**config.mk**
```make
export PLATFORM = sky130hd
export DESIGN_NAME = trail_ram_arbiter
export DESIGN_NICKNAME = d
export VERILOG_FILES = /design/src/rtl/trail_ram_arbiter_pkg.sv /design/src/rtl/trail_ram_arbiter_rr_arbiter2.sv /design/src/rtl/trail_ram_arbiter.sv
export SDC_FILE = /design/constraint.sdc
export NUM_CORES = 1
export LEC_CHECK = 0
export BUFFER_PORTS_ARGS = -buffer_cell sky130_fd_sc_hd__clkbuf_2
export CORE_MARGIN = 2
export CORE_UTILIZATION = 25
export DETAILED_ROUTE_END_ITERATION = 6
export GPL_ROUTABILITY_DRIVEN = 0
export PLACE_DENSITY = 0.42
export SETUP_SLACK_MARGIN = 0.4
export SYNTH_ARGS = -nofsm -noshare
export SYNTH_HDL_FRONTEND = slang
export SYNTH_HIERARCHICAL = 1
export SYNTH_SLANG_ARGS = --single-unit
```
**constraint.sdc**
```tcl
create_clock -name CLOCK_50 -period 2.4 [get_ports CLOCK_50]
set_clock_uncertainty 0.05 [all_clocks]
set_input_delay 0.48 -clock CLOCK_50 [delete_from_list [all_inputs] [get_ports CLOCK_50]]
set_output_delay 0.48 -clock CLOCK_50 [all_outputs]
set_load 0.1 [all_outputs]
```
**src/rtl/trail_ram_arbiter_pkg.sv**
```systemverilog
// Shared definitions for the trail frame RAM write path:
// screen geometry, RAM widths, trail codes and the arbiter state encoding.
package trail_pkg;

    localparam int SCREEN_W   = 640;
    localparam int SCREEN_H   = 480;
    localparam int NUM_PIXELS = SCREEN_W * SCREEN_H;
    localparam int ADDR_W     = 19;
    localparam int DATA_W     = 8;

    localparam logic [7:0] PLAYER1_CODE = 8'h01;
    localparam logic [7:0] PLAYER2_CODE = 8'h80;
    localparam logic [7:0] CLEAR_VALUE  = 8'h00;

    // Bit positions of the two requesters in request/winner vectors.
    localparam int RR_P1 = 0;
    localparam int RR_P2 = 1;

    typedef enum logic {
        IDLE  = 1'b0,
        CLEAR = 1'b1
    } state_t;

endpackage

```
**src/rtl/trail_ram_arbiter_rr_arbiter2.sv**
```systemverilog
// Two-requester round-robin arbiter. The winner is combinational and one-hot.
// last_grant only advances when the owner commits the grant (i_update),
// so an arbitration cycle that is overridden (e.g. by a clear) does not
// disturb fairness. Reset leaves last_grant at P2 so P1 wins the first tie.
module rr_arbiter2
    import trail_pkg::*;
(
    input  logic       CLOCK_50,
    input  logic       reset,
    input  logic [1:0] i_req,
    input  logic       i_update,
    output logic [1:0] o_win
);

    logic r_last_p2;

    // Pick the single requester, or on a tie the one that did not win last.
    always_comb begin
        o_win = 2'b00;
        if (i_req == 2'b11) begin
            o_win = r_last_p2 ? 2'b01 : 2'b10;
        end else begin
            o_win = i_req;
        end
    end

    // Remember who was granted last so ties alternate.
    always_ff @(posedge CLOCK_50) begin
        if (reset) begin
            r_last_p2 <= 1'b1;
        end else if (i_update && (o_win != 2'b00)) begin
            r_last_p2 <= o_win[RR_P2];
        end
    end

endmodule

```
**src/rtl/trail_ram_arbiter.sv**
```systemverilog
// Trail frame RAM write-port owner: round-robin sharing between the two
// player trail writers plus a full-RAM clear sweep for game restart.
// Optional build macro TRAIL_ARB_AUTOCLEAR_ON_RESET_EN: start a clear sweep
// automatically on the first edge after reset is released.
//
// Handshake: a requester raises pX_req with pX_addr/pX_data stable and
// holds them until it sees pX_gnt (a one-cycle pulse issued together with
// the registered write). During the cycle pX_gnt is high the arbiter ignores
// pX_req, so the requester may drop req or present its next write then.
module trail_ram_arbiter
    import trail_pkg::*;
#(
    parameter int                ADDR_W      = trail_pkg::ADDR_W,
    parameter int                DATA_W      = trail_pkg::DATA_W,
    parameter int                NUM_PIXELS  = trail_pkg::NUM_PIXELS,
    parameter logic [DATA_W-1:0] CLEAR_VALUE = trail_pkg::CLEAR_VALUE
) (
    input  logic              CLOCK_50,
    input  logic              reset,
    input  logic              clear_req,
    output logic              clear_busy,
    input  logic              p1_req,
    input  logic [ADDR_W-1:0] p1_addr,
    input  logic [DATA_W-1:0] p1_data,
    output logic              p1_gnt,
    input  logic              p2_req,
    input  logic [ADDR_W-1:0] p2_addr,
    input  logic [DATA_W-1:0] p2_data,
    output logic              p2_gnt,
    output logic [ADDR_W-1:0] wr_addr,
    output logic [DATA_W-1:0] wr_data,
    output logic              wren,
    output state_t            o_dbg_state
);

    // Last valid pixel address; the sweep stops here and never wraps.
    localparam logic [ADDR_W-1:0] LP_LAST = ADDR_W'(NUM_PIXELS - 1);

    state_t              r_state;
    state_t              w_state_n;
    logic [ADDR_W-1:0]   r_clr_cnt, w_clr_cnt_n;
    logic [ADDR_W-1:0]   r_wr_addr, w_wr_addr_n;
    logic [DATA_W-1:0]   r_wr_data, w_wr_data_n;
    logic                r_wren, w_wren_n;
    logic                r_p1_gnt, w_p1_gnt_n;
    logic                r_p2_gnt, w_p2_gnt_n;
    logic                r_clear_busy, w_clear_busy_n;
    logic                w_clear_start;
    logic                w_clr_last;
    logic                w_arb_update;
    logic [1:0]          w_elig;
    logic [1:0]          w_win;
    logic                w_p1_in_range;
    logic                w_p2_in_range;

`ifdef TRAIL_ARB_AUTOCLEAR_ON_RESET_EN
    logic r_boot_clear;

    // Flag that stays set through reset so the first free edge starts a sweep.
    always_ff @(posedge CLOCK_50) begin
        r_boot_clear <= reset;
    end

    assign w_clear_start = clear_req | r_boot_clear;
`else
    assign w_clear_start = clear_req;
`endif

    assign w_clr_last    = (r_clr_cnt == LP_LAST);
    assign w_p1_in_range = (p1_addr <= LP_LAST);
    assign w_p2_in_range = (p2_addr <= LP_LAST);
    // A requester whose grant is showing this cycle is not eligible again yet.
    assign w_elig        = {p2_req & ~r_p2_gnt, p1_req & ~r_p1_gnt};
    assign w_arb_update  = (r_state == IDLE) && !w_clear_start;

    rr_arbiter2 u_rr (
        .CLOCK_50 (CLOCK_50),
        .reset    (reset),
        .i_req    (w_elig),
        .i_update (w_arb_update),
        .o_win    (w_win)
    );

    // State register plus all registered outputs and the clear counter.
    always_ff @(posedge CLOCK_50) begin
        if (reset) begin
            r_state      <= IDLE;
            r_clr_cnt    <= '0;
            r_wr_addr    <= '0;
            r_wr_data    <= '0;
            r_wren       <= 1'b0;
            r_p1_gnt     <= 1'b0;
            r_p2_gnt     <= 1'b0;
            r_clear_busy <= 1'b0;
        end else begin
            r_state      <= w_state_n;
            r_clr_cnt    <= w_clr_cnt_n;
            r_wr_addr    <= w_wr_addr_n;
            r_wr_data    <= w_wr_data_n;
            r_wren       <= w_wren_n;
            r_p1_gnt     <= w_p1_gnt_n;
            r_p2_gnt     <= w_p2_gnt_n;
            r_clear_busy <= w_clear_busy_n;
        end
    end

    // Next state: clear request wins over arbitration; sweep ends on last pixel.
    always_comb begin
        w_state_n = r_state;
        case (r_state)
            IDLE:    if (w_clear_start) w_state_n = CLEAR;
            CLEAR:   if (w_clr_last)    w_state_n = IDLE;
            default: w_state_n = IDLE;
        endcase
    end

    // Next register values: player write, clear write, or hold address/data.
    always_comb begin
        w_wren_n       = 1'b0;
        w_wr_addr_n    = r_wr_addr;
        w_wr_data_n    = r_wr_data;
        w_p1_gnt_n     = 1'b0;
        w_p2_gnt_n     = 1'b0;
        w_clear_busy_n = 1'b0;
        w_clr_cnt_n    = '0;
        case (r_state)
            IDLE: begin
                if (w_clear_start) begin
                    w_clear_busy_n = 1'b1;
                end else if (w_win[RR_P1]) begin
                    w_p1_gnt_n  = 1'b1;
                    w_wr_addr_n = p1_addr;
                    w_wr_data_n = p1_data;
                    w_wren_n    = w_p1_in_range;
                end else if (w_win[RR_P2]) begin
                    w_p2_gnt_n  = 1'b1;
                    w_wr_addr_n = p2_addr;
                    w_wr_data_n = p2_data;
                    w_wren_n    = w_p2_in_range;
                end
            end
            CLEAR: begin
                w_wren_n    = 1'b1;
                w_wr_addr_n = r_clr_cnt;
                w_wr_data_n = CLEAR_VALUE;
                if (!w_clr_last) begin
                    w_clear_busy_n = 1'b1;
                    w_clr_cnt_n    = r_clr_cnt + 1'b1;
                end
            end
            default: begin
                w_wren_n = 1'b0;
            end
        endcase
    end

    assign clear_busy  = r_clear_busy;
    assign p1_gnt      = r_p1_gnt;
    assign p2_gnt      = r_p2_gnt;
    assign wr_addr     = r_wr_addr;
    assign wr_data     = r_wr_data;
    assign wren        = r_wren;
    assign o_dbg_state = r_state;

endmodule

```
Yosys cells after proc, flatten, opt, wreduce, memory -nomap -nowiden
Cells that the tools add are included. W data, S select, Z words.

Register bits after elaboration: 51. Input port bits: 59. Output and inout bits: 32. Logic and storage cells: 47.

$add $sub $neg: 1. $lt $le $gt $ge: 2. Equal/unequal tests: 4. Multiplexer cells: 19. Bitwise gates (word level): 5. Reductions and logical operators: 8.

Operators by type and width (count): $mux W19 (3); $le A19 B19 Y1 const B (2); $pmux W19 S2 (1); $mux W8 (3); $add A19 B1 Y19 const B (1); $eq A19 B19 Y1 const B (1); $pmux W8 S2 (1); $mux W1 (7); $reduce_or A3 Y1 (2); $mux W2 (2); $pmux W1 S2 (2); $reduce_or A4 Y1 (1); $ne A3 B1 Y1 const B (1); $not A1 Y1 (3); $and A1 B1 Y1 (2); $eq A2 B2 Y1 const B (1); $logic_and A1 B1 Y1 (2); $ne A2 B2 Y1 const B (1); $reduce_and A2 Y1 (1); $reduce_bool A2 Y1 (1); $logic_not A1 Y1 (1).

Logic depth before layout (Yosys ltp)
Depth in word-level cells: 8. Depth in mapped cells: 9. Gate-level depth less buffers: 6.

Hierarchy
Netlist, hierarchy kept.

By module, submodules not included: trail_ram_arbiter (times used 1, cells an instance 319, area each 2523.7 um2, seq. area each 1001.0 um2); rr_arbiter2 (times used 1, cells an instance 7, area each 61.3 um2, seq. area each 20.0 um2).

Least setup slack after synthesis
OpenSTA, ideal clock, no wires.

Path kind: register -> register. From: register r_p2_gnt (netlist: p2_gnt). To: register r_wr_addr[10] (netlist: wr_addr[10]). Setup time: 0.070 ns. Data arrival time: 2.484 ns. Required time: 2.280 ns. Path slack: -0.205 ns. Cell stages (with the launch flop): 9. Buffers on the path: 2. Clock period less this slack: 2.605 ns. Path through: dfxtp_1 -> nor2b_1 -> a21boi_0 -> clkbuf_1 -> nor2_1 -> o21bai_1 -> clkbuf_1 -> nand2_1 -> a21oi_1.

Longest elaborated chain between the ends: 7. Elaborated cells between the ends (all ways): 9. Those cells by class: 2 x eq/ne; 4 x mux; 2 x bitwise; 1 x reduce/logical.

RTL lines: start: declaration (line trail_ram_arbiter.sv:46) `logic r_p2_gnt, w_p2_gnt_n;`; start signal: assignment (line trail_ram_arbiter.sv:102) `r_p2_gnt <= w_p2_gnt_n;`; $not A1 Y1 * (line trail_ram_arbiter.sv:73) `assign w_elig = {p2_req & ~r_p2_gnt, p1_req & ~r_p1_gnt};`; $and A1 B1 Y1 * (line trail_ram_arbiter.sv:73); named net w_elig[1] (line trail_ram_arbiter.sv:51) `logic [1:0] w_elig;`; $eq A2 B2 Y1 * (line trail_ram_arbiter_rr_arbiter2.sv:20) `if (i_req == 2'b11) begin`; $mux W2 * (line trail_ram_arbiter_rr_arbiter2.sv:20); named net w_win[0] (line trail_ram_arbiter.sv:52) `logic [1:0] w_win;`; $mux W19 (line trail_ram_arbiter.sv:130) `end else if (w_win[RR_P1]) begin`; $mux W19 (line trail_ram_arbiter.sv:128) `if (w_clear_start) begin`; $pmux W19 S2 (line trail_ram_arbiter.sv:126) `case (r_state)`; end signal: assignment (line trail_ram_arbiter.sv:98) `r_wr_addr <= w_wr_addr_n;`; end: declaration (line trail_ram_arbiter.sv:42) `logic [ADDR_W-1:0] r_wr_addr, w_wr_addr_n;`.

The timed path passes the listed nets; every way through them passes the cells marked *. The select of a mux whose other input is x is not followed. A chain may end at the register's enable or synchronous reset.

Final worst setup path
From: register r_clr_cnt[16]. To: register r_clear_busy (netlist: clear_busy).

Longest elaborated chain between the ends: 3.

RTL lines: start: declaration (line trail_ram_arbiter.sv:41) `logic [ADDR_W-1:0] r_clr_cnt, w_clr_cnt_n;`; start signal: assignment (line trail_ram_arbiter.sv:97) `r_clr_cnt <= w_clr_cnt_n;`; $eq A19 B19 Y1 (line trail_ram_arbiter.sv:69) `assign w_clr_last = (r_clr_cnt == LP_LAST);`; $mux W1 (line trail_ram_arbiter.sv:146) `if (!w_clr_last) begin`; $pmux W1 S2 (line trail_ram_arbiter.sv:126); end signal: assignment (line trail_ram_arbiter.sv:103) `r_clear_busy <= w_clear_busy_n;`; end: declaration (line trail_ram_arbiter.sv:47) `logic r_clear_busy, w_clear_busy_n;`.

Every way passes these cells.

==> summary by stage <==
Hold path
The worst min-delay path category is reg2reg. Along the worst hold path, the cell count comes to 2.

Worst setup path
The endpoint class of the critical path is a flip-flop. The arrival time of data at the critical path endpoint is 2080 ps. The cell with the largest stage delay on the worst path is sky130_fd_sc_hd__or4b_4.

The longest individual stage delay on the worst path is around 530 ps. The required time reported for the critical path endpoint is 2540 ps. The setup check on the worst reg-to-reg path leaves a slack of ~450 ps.

Counting cells, the worst reg-to-reg path comes to 5. The worst setup path is launched from a flip-flop. The worst setup path is of the reg2reg kind. Walking the worst path, the cells encountered are or4b_4 > or4_4 > o21ai_4 > buf_6 > o21ai_1. The worst-path maximum fanout is 8.

Cells and area
Of the cells placed in the final design, the portion with a size suffix greater than 1 is 0.319. The final design utilization is 0.334. Fill cells in the final layout number between 1000 and 1500. Once layout is done, the placed cells without fillers occupy 3400 um2.

The non-filler instance count after layout is between 500 and 600. The diode insertion count for antenna repair is 0. The area added between synthesis and finish is 31.6%.

The number of nets in the layout is 479.

Placed design
The placed instances occupy a cell area of around 3200 um2. During placement, the flow inserted port buffers numbering 90. The minimum setup slack after placement is about 170 ps.

The half-perimeter wire length after placement is 5430 um. The placed instance count is 544.

Synth
Among all flip-flop cells after synthesis, the most frequent one is sky130_fd_sc_hd__dfxtp_1. The number of instances in the synthesized netlist is around 330. In this run the mean area of a mapped cell was 7.93 um2. Of the total synthesized cell area, the portion taken by AND, OR, NAND and NOR gates is 0.247. Yosys mapped the design onto 42 distinct sky130hd cell types.

The sequential element share of the synthesized area is 0.395. The post-synthesis instance area is 2580 um2. The synthesized-area fraction occupied by ao, oa, aoi and oai cells is 0.155.

After synthesis, the largest family of logic cells by area is simple AND/OR/NAND/NOR gates. The mux share of post-synthesis cell area is 0.105. The synthesized net count is just under 400. The arithmetic-cell share of the synthesized area counting full adders, half adders and majority gates is 0.00484. The xor/xnor share of the synthesized area is 0.0440.

The share of synthesized flip-flops with an asynchronous set or reset is 0. Synthesis inferred a little over 50 register bits. The synthesis warning total is 6.

The number of synthesized flops with an enable pin is 0.

GRT
The via count of the first global-routing pass was approximately 2500. The number of antenna violations at the first check in global routing is 0. Entering global routing, the biggest net connects between 40 and 50 pins.

The global routing usage summed across all routing layers is 0.131. For this run the aggregate overflow at the end of global routing stands at 0. The global-route wire length before repair is 11900 um.

Timing
The total of endpoints with negative setup slack in the final report is 0. The number of slew-limit violations in the final report is 0. Setup repair after global routing left no endpoint under its margin. The post-route setup TNS is 0 ps.

The slew at the pin closest to its max-slew limit is 559 ps. For this run, the top clock speed supported by timing is just over 500 MHz. In the post-route analysis, the smallest setup slack over all paths is approximately 450 ps. The post-route minimum period is 1950 ps.

The worst hold-check slack is 403 ps. The final count of hold timing violations is 0. Dividing the final minimum period by the clock period gives 0.812. The worst max-slew margin expressed relative to the limit is 0.629.

Power
The share of total power dissipated in combinational logic is 0.318. VDD sags by at most 0.000313 V. The static power due to leakage is 1.41 nW. The power density over cell area is approximately 670 nW/um2. For this design the total switching power over the nets is about 0.88 mW.

Summing internal, switching and leakage power gives roughly 2.3 mW. The share of total power dissipated in sequential elements is 0.405. The net switching fraction of the power is 0.384. The cell-internal power is ~1.4 mW.

Of the total power, the clock network draws 0.278.

Floorplanning
The initial utilization of the core area, before any placement, comes to 0.254. After floorplanning, the core was sized to cover 10200 um2. The die covers approximately 11000 um2. Pin placement for this block handled a little over 90 I/O pins. The standard-cell row count is 37.

The die extent in y is 106 um. The width of the chip is 106 um.

Drt
The total via count in the routed design is ~2500. The number of antenna-violating nets in the routed design is 0. The DRC violation count after routing is 0. The wire length per cell is 13.2 um. The average vias per placed instance is about 4.5. After the first detailed-routing iteration, the DRC count stood at about 110.

The first detailed-routing pass ran for 4 iterations. After detailed routing, the total wire length is about 7400 um.

Run status
The run finished with clean final reports.

Job
The max capacitance violation total is 0.

Clocking
TritonCTS created 5 clock buffers. Clock-pin slew was measured on the worst setup and hold paths at ~100 ps. The tree is rooted in a sky130_fd_sc_hd__clkbuf_8.

The clock tree buffer depth is 2. The total number of H-tree levels is 2. At the later pin of the worst-skew pair, clock insertion delay measures roughly 300 ps. The clock tree from TritonCTS is done. The clock drives between 50 and 60 sinks.
## metal layers
layer / global-route usage / routed length (um) / part of all wire
met2: 0.212 / 3240 / 0.44
met5: 0 / 0 / 0
met3: 0.0291 / 321 / 0.044
met4: 0.0432 / 80 / 0.011
met1: 0.173 / 3720 / 0.51
## cells by family (layout without fill, tap and decap cells)
| logic type | after synthesis | count (layout) |
|---|---|---|
| adder cells (fa/ha/maj) | 1 | 1 |
| AO/OA/AOI/OAI | 69 | 69 |
| buffers and inverters | 28 | 122 |
| AND/OR/NAND/NOR | 137 | 137 |
| XOR/XNOR | 13 | 13 |
| flip-flops | 51 | 51 |
| multiplexers | 27 | 27 |
## cells in the final DEF (no fill, tap or decap), drive strengths merged, types with 6 or more instances in the layout
master and count:
clkbuf 96, nand2 70, dfxtp 51, a21oi 34, mux2i 27, o21ai 23
nor2 21, buf 18, xnor2 11, or3 10, nand3 10, nand4 6
inv 6, nor4 6
## Yosys cell counts (2+ instances only)
library cell               instances  area [um2]
sky130_fd_sc_hd__a31o_2            2        17.5
sky130_fd_sc_hd__nor2_1           21        78.8
sky130_fd_sc_hd__nand3_1           9        45.0
sky130_fd_sc_hd__o21ai_0          22         110
sky130_fd_sc_hd__xor2_1            2        17.5
sky130_fd_sc_hd__mux2i_1          27         270
sky130_fd_sc_hd__a21oi_1          34         170
sky130_fd_sc_hd__a21boi_0          2        15.0
sky130_fd_sc_hd__dfxtp_1          51        1020
sky130_fd_sc_hd__xnor2_1          11        96.3
sky130_fd_sc_hd__nand2_1          70         263
sky130_fd_sc_hd__buf_1             2        7.51
sky130_fd_sc_hd__clkbuf_1         12        45.0
sky130_fd_sc_hd__buf_4             2        15.0
sky130_fd_sc_hd__buf_2             3        15.0
sky130_fd_sc_hd__inv_1             6        22.5
sky130_fd_sc_hd__nor2b_1           3        18.8
sky130_fd_sc_hd__nor3_1            2        10.0
sky130_fd_sc_hd__clkbuf_2          2        10.0
sky130_fd_sc_hd__or3_1            10        62.6
sky130_fd_sc_hd__o211a_1           2        20.0
sky130_fd_sc_hd__nand4_1           6        37.5
sky130_fd_sc_hd__nor4_1            6        37.5
## timing repair
action                                 in CTS  in global routing
setup endpoints to repair                   2                 24
gates resized for setup                     3                  9
hold buffers                                0                  0
buffers inserted                            0                  3
pin swaps                                   0                  2
endpoints found under the hold margin       0                  0
gates cloned                                0                  1
## area by class of cell
class                   count  area [um2]  area share
multi-input cells         247        1460       0.429
flip-flops and latches     51        1040       0.305
repair buffers            108         593       0.174
well taps                 136         170      0.0500
clock buffers               6        82.6      0.0243
clock inverters             2        35.0      0.0103
inverters                   6        22.5     0.00662
## sequential cells by signal (all words and copies together) (netlist names)
name,cells
p1_gnt,1
wren,1
wr_addr,19
wr_data,8
clear_busy,1
p2_gnt,1
u_rr/r_last_p2,1
r_clr_cnt,19
## final timing paths
check | start | to
setup / recovery | r_clr_cnt[16]$_SDFF_PP0_ | clear_busy$_SDFF_PP0_
hold / removal | wr_addr[10]$_SDFFE_PP0P_ | wr_addr[10]$_SDFFE_PP0P_
setup reg to reg | r_clr_cnt[16]$_SDFF_PP0_ | clear_busy$_SDFF_PP0_
hold reg to reg | wr_addr[10]$_SDFFE_PP0P_ | wr_addr[10]$_SDFFE_PP0P_
## power by group through the flow
stage / clock [mW] / sequential [mW] / combinational (mW)
after floorplan: 0 / 1.27 / 0.231
after global placement: 0 / 0.946 / 0.721
after detailed placement: 0 / 0.946 / 0.726
after CTS: 0.659 / 0.926 / 0.728
after global routing: 0.689 / 0.930 / 0.771
final: 0.633 / 0.923 / 0.725
## critical path: cells and delay by family (launching register included)
kind / cells / cell delay [ps]
AND/OR/NAND/NOR: 2 / 980
buffers and inverters: 1 / 170
flip-flops: 1 / 360
AO/OA/AOI/OAI: 2 / 280
Power figures use the tool's default switching activity.
